File: src/rtl/cskip_sub32_pipe_if.sv
// Operand/result handshake bundle for the pipelined carry-skip subtractor.
interface cskip_sub32_pipe_if #(parameter int WIDTH = 32);
  logic             in_valid;
  logic             in_ready;
  logic [WIDTH-1:0] a;
  logic [WIDTH-1:0] b;
  logic             bin;
  logic             out_valid;
  logic             out_ready;
  logic [WIDTH-1:0] diff;
  logic             bout;
  logic             ovf;

  modport master (output in_valid, a, b, bin, out_ready,
                  input  in_ready, out_valid, diff, bout, ovf);
  modport slave  (input  in_valid, a, b, bin, out_ready,
                  output in_ready, out_valid, diff, bout, ovf);
endinterface

File: src/rtl/cskip_sub32_pipe.sv
// Two-stage a - b - bin subtractor: low half in S1, high half in S2, each half a
// chain of BLK-bit lookahead blocks with block-skip carry.
module cskip_sub32_pipe #(
  parameter int WIDTH = 32,
  parameter int BLK   = 4
) (
  input logic               clk,
  input logic               rst_n,
  cskip_sub32_pipe_if.slave bus
);
  localparam int H  = WIDTH / 2;
  localparam int NB = H / BLK;

  // Returns {block carry-out, block sum}; carry-out skips straight from cin
  // when every bit propagates, otherwise it is the block's own generate.
  function automatic logic [BLK:0] cla_blk(input logic [BLK-1:0] x, y, input logic ci);
    logic [BLK-1:0] g, p;
    logic [BLK:0]   c, gc;
    g = x & y;
    p = x ^ y;
    c[0]  = ci;
    gc[0] = 1'b0;
    for (int i = 0; i < BLK; i++) begin
      c[i+1]  = g[i] | (p[i] & c[i]);
      gc[i+1] = g[i] | (p[i] & gc[i]);
    end
    return {(&p) ? ci : gc[BLK], p ^ c[BLK-1:0]};
  endfunction

  logic [2:1]       vld_pipe;
  logic             s1_adv, s2_adv;
  logic [WIDTH-1:0] bx;
  logic [H-1:0]     lo_s, hi_s;
  logic             lo_c, hi_c;
  logic [H-1:0]     s1_dlo, s1_ahi, s1_bxhi;
  logic             s1_cmid;

  assign bx            = ~bus.b;
  assign s2_adv        = !vld_pipe[2] || bus.out_ready;
  assign s1_adv        = !vld_pipe[1] || s2_adv;
  assign bus.in_ready  = s1_adv;
  assign bus.out_valid = vld_pipe[2];

  // Low half: carry-in is the inverted borrow.
  for (genvar k = 0; k < NB; k++) begin : g_lo
    logic           ci;
    logic [BLK:0]   r;
    if (k == 0) begin : g_c0
      assign ci = ~bus.bin;
    end else begin : g_cn
      assign ci = g_lo[k-1].r[BLK];
    end
    assign r                   = cla_blk(bus.a[k*BLK +: BLK], bx[k*BLK +: BLK], ci);
    assign lo_s[k*BLK +: BLK]  = r[BLK-1:0];
  end
  assign lo_c = g_lo[NB-1].r[BLK];

  for (genvar k = 0; k < NB; k++) begin : g_hi
    logic           ci;
    logic [BLK:0]   r;
    if (k == 0) begin : g_c0
      assign ci = s1_cmid;
    end else begin : g_cn
      assign ci = g_hi[k-1].r[BLK];
    end
    assign r                   = cla_blk(s1_ahi[k*BLK +: BLK], s1_bxhi[k*BLK +: BLK], ci);
    assign hi_s[k*BLK +: BLK]  = r[BLK-1:0];
  end
  assign hi_c = g_hi[NB-1].r[BLK];

  always_ff @(posedge clk or negedge rst_n) begin
    if (!rst_n) begin
      vld_pipe <= '0;
    end else begin
      if (s1_adv) vld_pipe[1] <= bus.in_valid;
      if (s2_adv) vld_pipe[2] <= vld_pipe[1];
    end
  end

  // Data only moves with a valid beat, so stale registers never pick up X.
  always_ff @(posedge clk) begin
    if (s1_adv && bus.in_valid) begin
      s1_dlo  <= lo_s;
      s1_cmid <= lo_c;
      s1_ahi  <= bus.a[WIDTH-1:H];
      s1_bxhi <= bx[WIDTH-1:H];
    end
  end

  always_ff @(posedge clk or negedge rst_n) begin
    if (!rst_n) begin
      bus.diff <= '0;
      bus.bout <= 1'b0;
      bus.ovf  <= 1'b0;
    end else if (s2_adv && vld_pipe[1]) begin
      bus.diff <= {hi_s, s1_dlo};
      bus.bout <= ~hi_c;
      bus.ovf  <= (s1_ahi[H-1] ^ ~s1_bxhi[H-1]) & (hi_s[H-1] ^ s1_ahi[H-1]);
    end
  end
endmodule
File: src/flat_wrapper.sv
// flat-port wrapper written by rule: the top's interface ports become plain ports
module cskip_sub32_pipe_flat 
#(
  parameter int WIDTH = 32,
  parameter int BLK   = 4
)
  (clk, rst_n, bus_in_valid, bus_a, bus_b, bus_bin, bus_out_ready, bus_in_ready, bus_out_valid, bus_diff, bus_bout, bus_ovf);
  cskip_sub32_pipe_if #(.WIDTH(WIDTH)) bus_i ();
  input logic clk;
  input logic rst_n;
  input wire logic [$bits(bus_i.in_valid)-1:0] bus_in_valid;
  input wire logic [$bits(bus_i.a)-1:0] bus_a;
  input wire logic [$bits(bus_i.b)-1:0] bus_b;
  input wire logic [$bits(bus_i.bin)-1:0] bus_bin;
  input wire logic [$bits(bus_i.out_ready)-1:0] bus_out_ready;
  output wire logic [$bits(bus_i.in_ready)-1:0] bus_in_ready;
  output wire logic [$bits(bus_i.out_valid)-1:0] bus_out_valid;
  output wire logic [$bits(bus_i.diff)-1:0] bus_diff;
  output wire logic [$bits(bus_i.bout)-1:0] bus_bout;
  output wire logic [$bits(bus_i.ovf)-1:0] bus_ovf;
  assign bus_i.in_valid = bus_in_valid;
  assign bus_i.a = bus_a;
  assign bus_i.b = bus_b;
  assign bus_i.bin = bus_bin;
  assign bus_i.out_ready = bus_out_ready;
  assign bus_in_ready = bus_i.in_ready;
  assign bus_out_valid = bus_i.out_valid;
  assign bus_diff = bus_i.diff;
  assign bus_bout = bus_i.bout;
  assign bus_ovf = bus_i.ovf;
  cskip_sub32_pipe #(.WIDTH(WIDTH), .BLK(BLK)) u_core (.clk(clk), .rst_n(rst_n), .bus(bus_i));
endmodule
File: config.mk
export PLATFORM = sky130hd
export DESIGN_NAME = cskip_sub32_pipe_flat
export DESIGN_NICKNAME = d
export VERILOG_FILES = /design/src/rtl/cskip_sub32_pipe_if.sv /design/src/rtl/cskip_sub32_pipe.sv /design/src/flat_wrapper.sv
export SDC_FILE = /design/constraint.sdc
export NUM_CORES = 1
export LEC_CHECK = 0
export BUFFER_PORTS_ARGS = -buffer_cell sky130_fd_sc_hd__buf_2
export CAP_MARGIN = 5
export CORE_ASPECT_RATIO = 2
export CORE_MARGIN = 2
export CORE_UTILIZATION = 45
export CTS_CLUSTER_DIAMETER = 80
export DETAILED_ROUTE_END_ITERATION = 7
export GPL_TIMING_DRIVEN = 0
export PLACE_DENSITY = 0.75
export SYNTH_ARGS = -nofsm -noshare
export SYNTH_HDL_FRONTEND = slang
export SYNTH_SLANG_ARGS = --single-unit
File: constraint.sdc
create_clock -name clk -period 7.5 [get_ports clk]
set_input_delay 0.375 -clock clk [delete_from_list [all_inputs] [get_ports clk]]
set_output_delay 0.375 -clock clk [all_outputs]
set_load 0.05 [all_outputs]
# Word level (Yosys, flattened, before mapping)

Cells that the tools add are included.

Register bits after elaboration: 85
Input port bits: 69
Output and inout bits: 36
Logic and storage cells: 158

Mux-type cells: 8
Bitwise gates (word level): 127
Reductions and logical operators: 14

Operators by type and width:

| cell                | number |
|---|---|
| $xor A4 B4 Y4       | 16 |
| $and A1 B1 Y1       | 49 |
| $or A1 B1 Y1        | 48 |
| $and A4 B4 Y4       | 8 |
| $not A32 Y32        | 1 |
| $reduce_and A4 Y1   | 8 |
| $mux W1             | 8 |
| $not A1 Y1          | 3 |
| $logic_and A1 B1 Y1 | 2 |
| $logic_not A1 Y1    | 2 |
| $logic_or A1 B1 Y1  | 2 |
| $xor A1 B1 Y1       | 2 |

# Logic depth before layout (Yosys ltp)

Gate-level depths: netlist of run 1.

Depth in word-level cells: 19
Mapped depth: 11
Gate-level depth less buffers: 11

# Least setup slack after synthesis of run 1

OpenSTA, ideal clock, no wires.

Path type: register to register
Start: register u_core.s1_bxhi[1]
End: register u_core.bus.ovf
Setup time: 95 ps
Arrival time: 3,194 ps
Required time: 7,405 ps
Setup slack: 4,211 ps
Stages on the path, launching flop included: 11
Path buffers: 0
Clock period less this slack: 3,289 ps
Cells stage by stage: edfxtp_1 > ha_1 > a211o_1 > a21oi_2 > a21oi_2 > o311a_4 > fa_1 > fa_1 > fa_1 > xnor2_1 > o31ai_1

Word-level cells in the longest chain between the ends: 19
Elaborated cells between the ends (all ways): 21
Those cells by class: mux (3); bitwise (17); reduce/logical (1)

Ends and longest elaborated chain:

| what                   | line                      | RTL |
|---|---|---|
| from (decl)            | cskip_sub32_pipe.sv:35    | `logic [H-1:0] s1_dlo, s1_ahi, s1_bxhi;` |
| from (signal assigned) | cskip_sub32_pipe.sv:86    | `s1_bxhi <= bx[WIDTH-1:H];` |
| $xor A4 B4 Y4          | cskip_sub32_pipe.sv:20    | `p = x ^ y;` |
| $and A1 B1 Y1          | cskip_sub32_pipe.sv:25    | `gc[i+1] = g[i] \| (p[i] & gc[i]);` |
| $or A1 B1 Y1           | cskip_sub32_pipe.sv:25    |  |
| $and A1 B1 Y1          | cskip_sub32_pipe.sv:25    |  |
| $or A1 B1 Y1           | cskip_sub32_pipe.sv:25    |  |
| $and A1 B1 Y1          | cskip_sub32_pipe.sv:25    |  |
| $or A1 B1 Y1           | cskip_sub32_pipe.sv:25    |  |
| $mux W1 * (3 in a row) | cskip_sub32_pipe.sv:27    | `return {(&p) ? ci : gc[BLK], p ^ c[BLK-1:0]};` |
| $and A1 B1 Y1 *        | cskip_sub32_pipe.sv:24    | `c[i+1] = g[i] \| (p[i] & c[i]);` |
| $or A1 B1 Y1 *         | cskip_sub32_pipe.sv:24    |  |
| $and A1 B1 Y1 *        | cskip_sub32_pipe.sv:24    |  |
| $or A1 B1 Y1 *         | cskip_sub32_pipe.sv:24    |  |
| $and A1 B1 Y1 *        | cskip_sub32_pipe.sv:24    |  |
| $or A1 B1 Y1 *         | cskip_sub32_pipe.sv:24    |  |
| $xor A4 B4 Y4 *        | cskip_sub32_pipe.sv:27    |  |
| $xor A1 B1 Y1 *        | cskip_sub32_pipe.sv:98    | `bus.ovf <= (s1_ahi[H-1] ^ ~s1_bxhi[H-1]) & (hi_s[H-1] ^ s1_ahi[H-1]);` |
| $and A1 B1 Y1 *        | cskip_sub32_pipe.sv:98    |  |
| to (signal assigned)   | cskip_sub32_pipe.sv:98    |  |
| to (decl)              | cskip_sub32_pipe_if.sv:17 | `output in_ready, out_valid, diff, bout, ovf);` |

Mark *: on every way between the ends. The rest lies on a longest branch, timed or not.
A chain may end at the register's enable or synchronous reset.

# Final worst setup path of run 1

Ends and elaborated chain as after synthesis.

==> impl_metrics.toml, run 1 <==
[setup_path]
crit_type = "reg -> reg"
cp-start-kind = "flop"
max_stage_delay_ns = 0.48
required_ns = 7.74
path_cells = "ha_1 -> a211o_1 -> a21oi_2 -> a21oi_2 -> o311a_4 -> fa_1 -> fa_1 -> fa_1 -> xnor2_1 -> o31ai_1"
regToRegSetupSlack_ns = 3.99
critical_path.endpoint_type = "flop"
worst_path_max_delay_cell = "fa_1"
path_buf_inv = 0
crit_top_cell = "fa_1"
critPathTopFamily = "adder cells"
crit_arrival_ns = 3.76
worst-path-max-fanout = 3

[power_and_ir_drop]
p_leak_uw = 0.002485
pwr-share-seq_pct = 41.2
pwr-share-clk_pct = 28.6
switchingPower_uw = 524.4
power.density_mw_per_mm2 = 283.4
intPower_uw = 975.0
p_comb_share_pct = 30.2
switching_share_pct = 34.97
peakVddDrop_mv = 0.1329

[sta]
grt_setup_unrepaired = "no"
setup_viol_count_final = 0
min_period_over_period_pct = 46.85
setup_tns_ns = 0
worstMarginPinSlew_ns = 0.8680
fin_skew_ns = 0.004288
hold_viol_final = 0
max_freq_mhz = 284.6
period_minus_slack_ns = 3.514
slew_violations = 0
relSlewSlack_pct = 42.14

[floorplanning]
die_height_um = 142.7
die_w_um = 73.34
dieArea_mm2 = 0.01046
rows = 50
core_area_mm2 = 0.009384
io_pins = 105
initial_core_util_pct = 46.11

[yosys]
yosysUniqueCellTypes = 33
ys_ff_latch = 85
syn_nets = 443
syn_area_mm2 = 0.004327
yosys_warnings = 0
syn_area_per_cell_um2 = 13.61
ys_seq_area_share_pct = 54.83
synthCells = 318

[route]
drt_first_iter_violations = 94
ant_nets = 0
wire_per_inst_um = 15.36
route.detailed.drc = 0
vias_per_cell = 5.085
drt_pass1_iterations = 4
wl_um = 8339
vias = 2761

[clock_tree]
cts-htree-levels = 3
postCtsHoldBufs = 0
cts_tree = "yes"
postCtsResizedCells = 0
numCtsBuffers = 9
clock-sinks = 85
cts_root_buf = "clkbuf_16"
post_cts_buffers = 0
clockBufferDepth = 2
clk_latency_ns = 0.33
clkTransAtPathRegs_ns = 0.06

[placed_design]
port_buffers = 104
place.gp.congestion = 0.7940
hpwl_um = 6671

[layout]
layout_commonest_cell = "buf_2"
utilization_pct = 56.37
diodes = 0
layout-drive-gt1-share_pct = 33.26
layout_common_cells = "buf_2 (106), inv_1 (62), edfxtp_1 (49), dfrtp_1 (36), ha_1 (32)"
nNetsFinal = 559
area_growth_pct = 22.27

[grt]
grt.overflow.total = 0
antenna_found_initial = 0
first_global_vias = 3052
grt_pass1_wl_um = 13420
grt_max_degree = 42
grt_usage_pct = 17.30

[outcome]
outcome = "finished, final reports clean"

[job]
maxCapViolCount = 0

[worst_hold_path]
hp-class = "in -> async"
-- cells by family after synthesis --
family	Yosys count	share of synthesized area (%)
AOI/OAI and AO/OA	37	5.523
buffers and inverters	66	5.870
and+or+nand+nor	37	4.309
adders and majority gates	56	20.36
muxes	28	7.287
xor gates and xnor gates	9	1.822
DFF	85	54.83
-- cell type report --
| type | instances | area (um2) |
|---|---|---|
| fill | 805 | 4094 |
| sequential | 85 | 2372 |
| multi-input combinational | 167 | 1702 |
| timing repair buffer | 105 | 540.5 |
| inverter | 62 | 232.7 |
| clock buffer | 10 | 229.0 |
| tap | 104 | 130.1 |
| clock inverter | 6 | 62.56 |
| buffer | 4 | 21.27 |
-- Yosys cell counts --
cell	n	area [um2]
inv_1	62	232.7
edfxtp_1	49	1471
dfrtp_1	36	900.9
ha_1	32	400.4
fa_1	24	480.5
mux2_2	18	202.7
o21ai_0	14	70.07
mux2_1	10	112.6
nand2_1	10	37.54
xnor2_1	9	78.83
a21oi_1	7	35.03
nand4_1	7	43.79
nor2_1	6	22.52
nor3_1	6	30.03
a21oi_2	3	26.28
nand2b_1	3	18.77
o21ai_1	3	15.01
a211oi_1	2	15.01
a21o_1	2	15.01
buf_2	2	10.01
a211o_1	1	8.760
a22oi_1	1	7.510
and2_1	1	6.260
buf_4	1	7.510
clkbuf_1	1	3.750
nand3_1	1	5.000
nand3b_1	1	7.510
nor2b_1	1	6.260
o21a_2	1	8.760
o221ai_1	1	8.760
o311a_4	1	21.27
o31ai_1	1	7.510
or3b_1	1	8.760
-- power groups by stage --
| stage | Clock, uW | Combinational, uW | Sequential (uW) |
|---|---|---|---|
| 3_3_place_gp | 0 | 443 | 625 |
| 6_report | 429 | 453 | 617 |
| 5_1_grt | 460 | 491 | 626 |
| 4_1_cts | 440 | 460 | 619 |
| 2_1_floorplan | 0 | 143 | 810 |
| 3_5_place_dp | 0 | 458 | 628 |
-- per-layer routing --
metal | global-route usage [%] | wire length (um) | part of all wire, % | up-vias
li1 | - | - | - | 1312
met1 | 15.57 | 2615 | 31 | 1328
met2 | 32.01 | 4821 | 58 | 85
met3 | 4.164 | 434 | 5.2 | 36
met4 | 12.06 | 467 | 5.6 | 0
met5 | 0 | 0 | 0 | -
-- registers in the layout (all words and copies together) (netlist names) --
name and cells:
u_core.bus.bout 1, u_core.bus.diff 32, u_core.bus.ovf 1, u_core.s1_ahi 16, u_core.s1_bxhi 16, u_core.g_hi.ci 1, u_core.s1_dlo 16, u_core.vld_pipe 2
-- path summary, 6_finish.rpt --
kind,from,to,depth (start not counted)
max,u_core.s1_bxhi[1]$_DFFE_PP_,u_core.bus.ovf$_DFFE_PN0P_,10
min,rst_n,u_core.vld_pipe[2]$_DFFE_PN0P_,1
max reg2reg,u_core.s1_bxhi[1]$_DFFE_PP_,u_core.bus.ovf$_DFFE_PN0P_,10
min reg2reg,u_core.s1_dlo[3]$_DFFE_PP_,u_core.bus.diff[3]$_DFFE_PN0P_,1
max in group asynchronous,rst_n,u_core.bus.diff[14]$_DFFE_PN0P_,1
min in group clk,bus_a[22],u_core.s1_ahi[6]$_DFFE_PP_,1
-- metrics by stage --
step	cells	power [uW]	cell area, um2	hold WS [ns]	worst slack, ns
final	543	1499	5290	0.1598	3.986
after global routing	543	1577	5290	0.2000	3.871
after CTS	543	1519	5290	0.1802	3.993
after detailed placement	527	1086	4999	0.4522	4.008
after global placement	526	1068	4977	0.4372	4.032
after floorplan	318	953.1	4327	0.07941	4.211
-- worst register-to-register path: stages, from the launching register on --
cell and delay [ns]:
edfxtp_1 0.46, ha_1 0.35, a211o_1 0.27, a21oi_2 0.14, a21oi_2 0.11, o311a_4 0.35, fa_1 0.47, fa_1 0.46
fa_1 0.48, xnor2_1 0.15, o31ai_1 0.18
(Power assumes the default switching activity.)
==> run 2: changes to the inputs <==
Clock period 7.5 ns to 3.7 ns, I/O delays scaled along.
==> run 2 against run 1 <==
Net effect:
- critical path depth did not move
- clock power up 100%
- sequential share of layout area down 0.085 points
- final cell count grew 0.18%
- global-route usage unchanged
- first-iteration DRC count shrank 2.1%
- count of clock-buffer cells in the layout unchanged
- routed wire length rose by 0.12%
- die area did not move
- critical endpoint unchanged
- largest power group unchanged
- highest routed layer unchanged
==> impl_metrics.toml, run 2 (synthesis results as in run 1) <==
[outcome]
outcome = "finished, final reports clean"

[setup_path]
worst_path_max_delay_cell = "fa_1"
max_stage_delay_ns = 0.48
crit_arrival_ns = 3.76
cp-start-kind = "flop"
reg2regPathDepth = 10
required_ns = 3.94
r2r-end = "u_core.bus.ovf$_DFFE_PN0P_"
path_cells = "ha_1 -> a211o_1 -> a21oi_2 -> a21oi_2 -> o311a_4 -> fa_1 -> fa_1 -> fa_1 -> xnor2_1 -> o31ai_1"
regToRegSetupSlack_ns = 0.19
crit_end = "u_core.bus.ovf$_DFFE_PN0P_"
crit_top_cell = "fa_1"
crit_path_start = "u_core.s1_bxhi[1]$_DFFE_PP_"
critical_path.endpoint_type = "flop"
crit_type = "reg -> reg"
worst-path-max-fanout = 3
timing.rr.start = "u_core.s1_bxhi[1]$_DFFE_PP_"

[layout]
area_growth_pct = 22.50
layout_commonest_cell = "buf_2"
fin_area_mm2 = 0.005300
regMostFlops = "u_core.bus.diff"
diodes = 0
largest_reg_flops = 32
fill_cells = 804
stdcell_count = 544
layout-drive-gt1-share_pct = 33.18
nNetsFinal = 560
layout_common_cells = "buf_2 (106), inv_1 (62), edfxtp_1 (49), dfrtp_1 (36), ha_1 (32)"
utilization_pct = 56.48

[grt]
first_global_vias = 3052
grt_max_degree = 42
grt.overflow.total = 0
antenna_found_initial = 0
grt_pass1_wl_um = 13420
grt_usage_pct = 17.30

[route]
route.detailed.drc = 0
ant_nets = 0
drt_first_iter_violations = 92
vias = 2764
vias_per_cell = 5.081
drt_pass1_iterations = 4
wl_um = 8349
wire_per_inst_um = 15.35

[sta]
setup_tns_ns = 0
setup_viol_count_final = 0
relSlewSlack_pct = 41.99
max_freq_mhz = 284.6
grt_setup_unrepaired = "no"
hold_viol_final = 0
period_minus_slack_ns = 3.514
min_period_over_period_pct = 94.97
slew_violations = 0
worstMarginPinSlew_ns = 0.8701
fin_skew_ns = 0.004288

[clock_tree]
cts-htree-levels = 3
cts_root_buf = "clkbuf_16"
clkTransAtPathRegs_ns = 0.06
clockBufferDepth = 2
post_cts_buffers = 0
cts_tree = "yes"
clock-sinks = 85
clk_latency_ns = 0.33
numCtsBuffers = 9

[floorplanning]
rows = 50
die_height_um = 142.7
initial_core_util_pct = 46.11
core_area_mm2 = 0.009384
io_pins = 105
die_w_um = 73.34
dieArea_mm2 = 0.01046

[placed_design]
port_buffers = 104
place.gp.congestion = 0.7940
dpl-instance-area_mm2 = 0.004999
hpwl_um = 6671
numPlacedInstances = 527

[power_and_ir_drop]
p_leak_uw = 0.002489
power.density_mw_per_mm2 = 573.7
peakVddDrop_mv = 0.2693

[job]
maxCapViolCount = 0

[worst_hold_path]
hp-class = "in -> reg"
-- run 2: per-layer routing --
metal / global-route usage, % / routed length (um)
met1: 15.57 / 2628
met2: 32.01 / 4821
met3: 4.164 / 432
met4: 12.06 / 467
met5: 0 / 0
-- run 2: how the worst min path moves through the flow --
stage | slack (ns) | cells after the start | from | endpoint
floorplan | -0.11 | 0 | rst_n | u_core.bus.bout$_DFFE_PN0P_
global placement | 0.34 | 1 | rst_n | u_core.bus.diff[25]$_DFFE_PN0P_
detailed placement | 0.35 | 1 | rst_n | u_core.bus.diff[25]$_DFFE_PN0P_
CTS | 0.009 | 1 | bus_a[18] | u_core.s1_ahi[2]$_DFFE_PP_
global route | 0.01 | 1 | bus_a[22] | u_core.s1_ahi[6]$_DFFE_PP_
finish | 0.03 | 1 | bus_a[22] | u_core.s1_ahi[6]$_DFFE_PP_
-- run 2: final cells by class --
class	count	area (um2)	area share [%]
plain buffers	4	21.27	0.4013
clock buffers	10	229.0	4.320
clock inverters	6	62.56	1.180
inverters	62	232.7	4.391
multi-input cells	167	1702	32.11
flip-flops and latches	85	2372	44.76
well taps	104	130.1	2.455
repair buffers	106	550.5	10.39
-- run 2: worst max-delay path: cells and delay by family (launching register included) --
family,cells,cell delay (ns)
fa+ha+maj,4,1.76
compound gates,5,1.04
flops,1,0.46
xor+xnor,1,0.15
-- run 2: power by group --
group / total, uW / switching (uW) / internal (uW)
sequential: 1250 / 74.2 / 1180
combinational: 919 / 640 / 279
clock: 871 / 349 / 521
-- run 2: metrics by stage --
step	setup slack (ns)	total power, uW	hold slack (ns)
2_1_floorplan	0.4111	1932	-0.1106
3_3_place_gp	0.2320	2165	0.3409
3_5_place_dp	0.2078	2202	0.3501
4_1_cts	0.1926	3079	0.008893
5_1_grt	0.07119	3197	0.01003
6_report	0.1861	3041	0.02509
-- run 2: repair_timing --
action                                 CTS  global route
gates resized for setup                  0             0
endpoints found under the hold margin   36             0
hold buffers                             1             0
